<file path="src/rtl/z_core_pkg.sv">
// Shared Z-Core defaults and constants used by the register file and the decoder.
package z_core_pkg;

  localparam int XLEN_DEF  = 32;
  localparam int NREGS_DEF = 32;
  localparam int REG_ZERO  = 0;

endpackage

</file>
<file path="src/rtl/z_core_scoreboard.sv">
// Per-register busy bits: set when a load issues, cleared on load writeback.
module z_core_scoreboard
  import z_core_pkg::*;
#(
  parameter int NREGS    = NREGS_DEF,
  parameter int ZERO_REG = 1,
  localparam int AW      = $clog2(NREGS)
) (
  input  logic          clk,
  input  logic          reset,
  input  logic          set_en,
  input  logic [AW-1:0] set_addr,
  input  logic          clr_en,
  input  logic [AW-1:0] clr_addr,
  input  logic [AW-1:0] rd0_addr,
  output logic          rd0_busy,
  input  logic [AW-1:0] rd1_addr,
  output logic          rd1_busy
);

  logic [NREGS-1:0] busy;
  logic             set_ok;

  assign set_ok = set_en && !((ZERO_REG != 0) && (set_addr == AW'(REG_ZERO)));

  // Set is applied after clear so a new load issued over a completing one wins.
  always_ff @(posedge clk or negedge reset) begin
    if (!reset) begin
      busy <= '0;
    end else begin
      if (clr_en) busy[clr_addr] <= 1'b0;
      if (set_ok) busy[set_addr] <= 1'b1;
    end
  end

  assign rd0_busy = busy[rd0_addr];
  assign rd1_busy = busy[rd1_addr];

endmodule

</file>
<file path="src/rtl/z_core_reg_file_sb.sv">
// Z-Core integer register file: 2 async reads, 2 prioritised writes, optional bypass, load scoreboard.
module z_core_reg_file_sb
  import z_core_pkg::*;
#(
  parameter int XLEN     = XLEN_DEF,
  parameter int NREGS    = NREGS_DEF,
  parameter int BYPASS   = 1,
  parameter int ZERO_REG = 1,
  localparam int AW      = $clog2(NREGS)
) (
  input  logic            clk,
  input  logic            reset,
  input  logic            wa_en,
  input  logic [AW-1:0]   wa_addr,
  input  logic [XLEN-1:0] wa_data,
  input  logic            wb_en,
  input  logic [AW-1:0]   wb_addr,
  input  logic [XLEN-1:0] wb_data,
  input  logic            sb_set,
  input  logic [AW-1:0]   sb_addr,
  input  logic [AW-1:0]   rs1,
  input  logic [AW-1:0]   rs2,
  output logic [XLEN-1:0] rs1_out,
  output logic [XLEN-1:0] rs2_out,
  output logic            rs1_busy,
  output logic            rs2_busy
);

  logic [XLEN-1:0] regs [NREGS];
  logic            wa_ok;
  logic            wb_ok;
  logic            sb_busy1;
  logic            sb_busy2;

  // Enables qualified by reset and the hardwired-zero rule; reused by the bypass path.
  assign wa_ok = reset && wa_en && !((ZERO_REG != 0) && (wa_addr == AW'(REG_ZERO)));
  assign wb_ok = reset && wb_en && !((ZERO_REG != 0) && (wb_addr == AW'(REG_ZERO)));

  // Port A is written last so it overrides port B on an address collision.
  always_ff @(posedge clk or negedge reset) begin
    if (!reset) begin
      for (int i = 0; i < NREGS; i++) regs[i] <= '0;
    end else begin
      if (wb_ok) regs[wb_addr] <= wb_data;
      if (wa_ok) regs[wa_addr] <= wa_data;
    end
  end

  always_comb begin
    rs1_out = regs[rs1];
    if ((BYPASS != 0) && wb_ok && (wb_addr == rs1)) rs1_out = wb_data;
    if ((BYPASS != 0) && wa_ok && (wa_addr == rs1)) rs1_out = wa_data;
    if (!reset || ((ZERO_REG != 0) && (rs1 == AW'(REG_ZERO)))) rs1_out = '0;
  end

  always_comb begin
    rs2_out = regs[rs2];
    if ((BYPASS != 0) && wb_ok && (wb_addr == rs2)) rs2_out = wb_data;
    if ((BYPASS != 0) && wa_ok && (wa_addr == rs2)) rs2_out = wa_data;
    if (!reset || ((ZERO_REG != 0) && (rs2 == AW'(REG_ZERO)))) rs2_out = '0;
  end

  z_core_scoreboard #(
    .NREGS    (NREGS),
    .ZERO_REG (ZERO_REG)
  ) u_scoreboard (
    .clk      (clk),
    .reset    (reset),
    .set_en   (sb_set),
    .set_addr (sb_addr),
    .clr_en   (wb_en),
    .clr_addr (wb_addr),
    .rd0_addr (rs1),
    .rd0_busy (sb_busy1),
    .rd1_addr (rs2),
    .rd1_busy (sb_busy2)
  );

  // A completing load hides its busy bit in the same cycle, matching the bypassed data.
  assign rs1_busy = reset && sb_busy1 && !((BYPASS != 0) && wb_en && (wb_addr == rs1));
  assign rs2_busy = reset && sb_busy2 && !((BYPASS != 0) && wb_en && (wb_addr == rs2));

endmodule

</file>
<file path="config.mk">
export PLATFORM = sky130hd
export DESIGN_NAME = z_core_reg_file_sb
export DESIGN_NICKNAME = d
export VERILOG_FILES = /design/src/rtl/z_core_pkg.sv /design/src/rtl/z_core_scoreboard.sv /design/src/rtl/z_core_reg_file_sb.sv
export SDC_FILE = /design/constraint.sdc
export NUM_CORES = 2
export LEC_CHECK = 0
export ABC_AREA = 0
export BUFFER_PORTS_ARGS = -buffer_cell sky130_fd_sc_hd__buf_4
export CAP_MARGIN = 20
export CORE_MARGIN = 2
export CORE_UTILIZATION = 35
export CTS_BUF_LIST = sky130_fd_sc_hd__clkbuf_4
export DETAILED_ROUTE_END_ITERATION = 8
export PLACE_DENSITY = 0.53
export SYNTH_ARGS = -nofsm -noshare
export SYNTH_HDL_FRONTEND = slang
export SYNTH_SLANG_ARGS = --single-unit
export TNS_END_PERCENT = 5
</file>
<file path="constraint.sdc">
create_clock -name clk -period 3.05 [get_ports clk]
set_input_delay 0.305 -clock clk [delete_from_list [all_inputs] [get_ports clk]]
set_output_delay 0.305 -clock clk [all_outputs]
set_load 0.01 [all_outputs]
</file>
==> results.json <==
{
  "die_h_um": 441,
  "route.detailed.drc": 0,
  "num_vias": 58500,
  "ant_nets": 0,
  "setup_ws_ps": -709,
  "synth_edf_count": 0,
  "grt_pass1_vias": 58100,
  "final_cell_mix": "mux2i_1, dfrtp_1, nand2_1, o21ai_0, clkbuf_4",
  "io_buffers": 159,
  "ys_warn_count": 0,
  "syn_avg_cell_area_sq_um": 9.96,
  "finalHoldViolations": 2,
  "finalPower_mw": 45.2,
  "violations": "hold timing, setup timing",
  "fin_nets": 7086,
  "period_needed_ps": 3760,
  "grt_max_degree": 163,
  "h-tree-depth": 5,
  "start_util_pct": 35.2,
  "dp.final_hpwl_um": 166000,
  "wl_um": 295000,
  "cp_max_fo": 3,
  "clk_latency_ps": 1380,
  "synth_area_leaders": "dfrtp_1, mux2i_1, mux4_2",
  "final_area_sq_um": 80300,
  "synthCells": 6713,
  "gp_congestion": 0.860,
  "cts_made_buffers": 335,
  "syn_area_sq_um": 66800,
  "arrival_ps": 3450,
  "r2r_slack_ps": 1180,
  "cts_root_buf": "clkbuf_4",
  "dpl_cell_area_sq_um": 72300,
  "coreArea_sq_um": 190000,
  "synth_cell_type_count": 49,
  "synth_top_area_share_pct": 39.5,
  "ys_ff_latch": 1056,
  "cts_max_path_buffers": 4,
  "power_density_nw_per_um2": 563,
  "rsz0062_at_grt": "true",
  "holdWs_ps": -7.36,
  "clkSinkCount": 1056,
  "drt_iter0_markers": 6107,
  "gr-total-overflow": 0,
  "slew_violations": 0,
  "mostFrequentLayoutCell": "mux2i_1",
  "place_inst": 8850,
  "clock-skew-final_ps": 0,
  "dieArea_sq_um": 194000,
  "wl_per_cell_um": 30.4,
  "clk_pin_slew_ps": 70,
  "via_per_inst": 6.03,
  "hold_path.class": "input port to flop",
  "critPathLaunchType": "flop",
  "ys.flop_type": "dfrtp_1",
  "leakage_nw": 32.7,
  "criticalPathCategory": "flop to output port",
  "finalSetupViolCount": 66,
  "n_fill_cell": 18100,
  "worstMarginPinSlew_ps": 1170,
  "relSlewSlack_pct": 22.3,
  "globalRouteTotalUtil_pct": 29.8,
  "pre_cts_slack_ps": -116,
  "yosysSeqAreaShare_pct": 39.5,
  "final_core_util_pct": 42.2,
  "die_x_um": 441,
  "antenna_found_initial": 7,
  "yosysTopAreaCell": "dfrtp_1",
  "worstSetupEndpointType": "output port",
  "cts_tree": "done",
  "drive_above_1_share_pct": 23.9,
  "status": "finished with violations",
  "fp-row-count": 160,
  "crit_required_ps": 2740,
  "irDropWorstVdd_uv": 450,
  "area_growth_pct": 20.1,
  "async_flop_share_pct": 100,
  "setup_tns_ps": -31970,
  "synth_nets": 6807,
  "maxCapViolCount": 0,
  "fmax_mhz": 266,
  "finalNonFillerCells": 9705,
  "io_pins": 160,
  "drtPass1Iterations": 6,
  "grt_pass1_wl_um": 421000,
  "period_share_pct": 123
}
## power breakdown
| part | total [mW] | switching, mW | internal [mW] |
|---|---|---|---|
| combinational | 11.5 | 5.44 | 6.10 |
| sequential | 19.7 | 2.55 | 17.2 |
| clock | 13.9 | 6.85 | 7.07 |
| total | 45.2 | 14.8 | 30.4 |
## cells in the mapped netlist, types with 14 or more instances
| cell type | number |
|---|---|
| o21ai_0 | 686 |
| a22oi_1 | 66 |
| o22ai_1 | 126 |
| nor2_1 | 407 |
| mux4_2 | 270 |
| nand2_1 | 723 |
| clkbuf_2 | 29 |
| dfrtp_1 | 1056 |
| a22o_1 | 186 |
| nand3_1 | 75 |
| xor2_1 | 14 |
| mux2_2 | 248 |
| buf_2 | 176 |
| o21ai_1 | 20 |
| mux2i_1 | 1266 |
| o31ai_1 | 63 |
| buf_1 | 85 |
| o211ai_1 | 66 |
| clkbuf_1 | 544 |
| nor3_1 | 138 |
| a21oi_1 | 353 |
## worst max-delay path, cell delays in order (launching register included)
cell and delay (ps):
dfrtp_1 400, mux4_2 470, a22oi_1 350, o31ai_1 130
nor3_1 200, buf_4 150, o211ai_1 170, buf_4 210
## state kept, by name, indices dropped and copies added, names as in the netlist
name	flops
regs	1024
u_scoreboard.busy	32
## what timing repair did
item                                     CTS  global route
endpoints found under the hold margin   1309            96
resized for setup                         94            31
endpoints found under the setup margin    66           286
hold buffers                             308             2
pin swaps                                 72            33
buffers inserted                           0             2
## worst paths after layout
kind | from | to | cells past startpoint
max | regs[340]$_DFF_PN0_ | rs2_out[20] | 7
min | wa_addr[0] | regs[346]$_DFF_PN0_ | 6
max reg2reg | regs[311]$_DFF_PN0_ | regs[311]$_DFF_PN0_ | 4
min reg2reg | regs[994]$_DFF_PN0_ | regs[994]$_DFF_PN0_ | 0
max in group asynchronous | reset | regs[1006]$_DFF_PN0_ | 6
min in group asynchronous | reset | u_scoreboard.busy[19]$_DFF_PN0_ | 4
## cell families after synthesis
group	synth area share (%)
AO/OA/AOI/OAI	14.0
XOR/XNOR	0.262
AND/OR/NAND/NOR	8.70
multiplexers	32.2
buffers and inverters	5.26
flip-flops	39.5
## cell type report
type | count | area [sq um] | area share, %
clock inverter | 60 | 256 | 0.320
antenna | 8 | 20.0 | 0.0249
sequential | 1056 | 26400 | 32.9
tap | 2511 | 3140 | 3.91
clock buffer | 471 | 3540 | 4.41
inverter | 4 | 15.0 | 0.0187
timing repair buffer | 789 | 8840 | 11.0
multi-input combinational | 4806 | 38000 | 47.4
## per-layer routing
| metal | track usage [%] | routed length [um] | vias to the layer above |
|---|---|---|---|
| met5 | 0 | 0 | - |
| met2 | 46.1 | 132000 | 3316 |
| met3 | 6.82 | 27800 | 932 |
| li1 | - | - | 25100 |
| met1 | 38.0 | 116000 | 29100 |
| met4 | 18.2 | 20000 | 0 |
No activity file was read; power rests on OpenSTA's default activity.
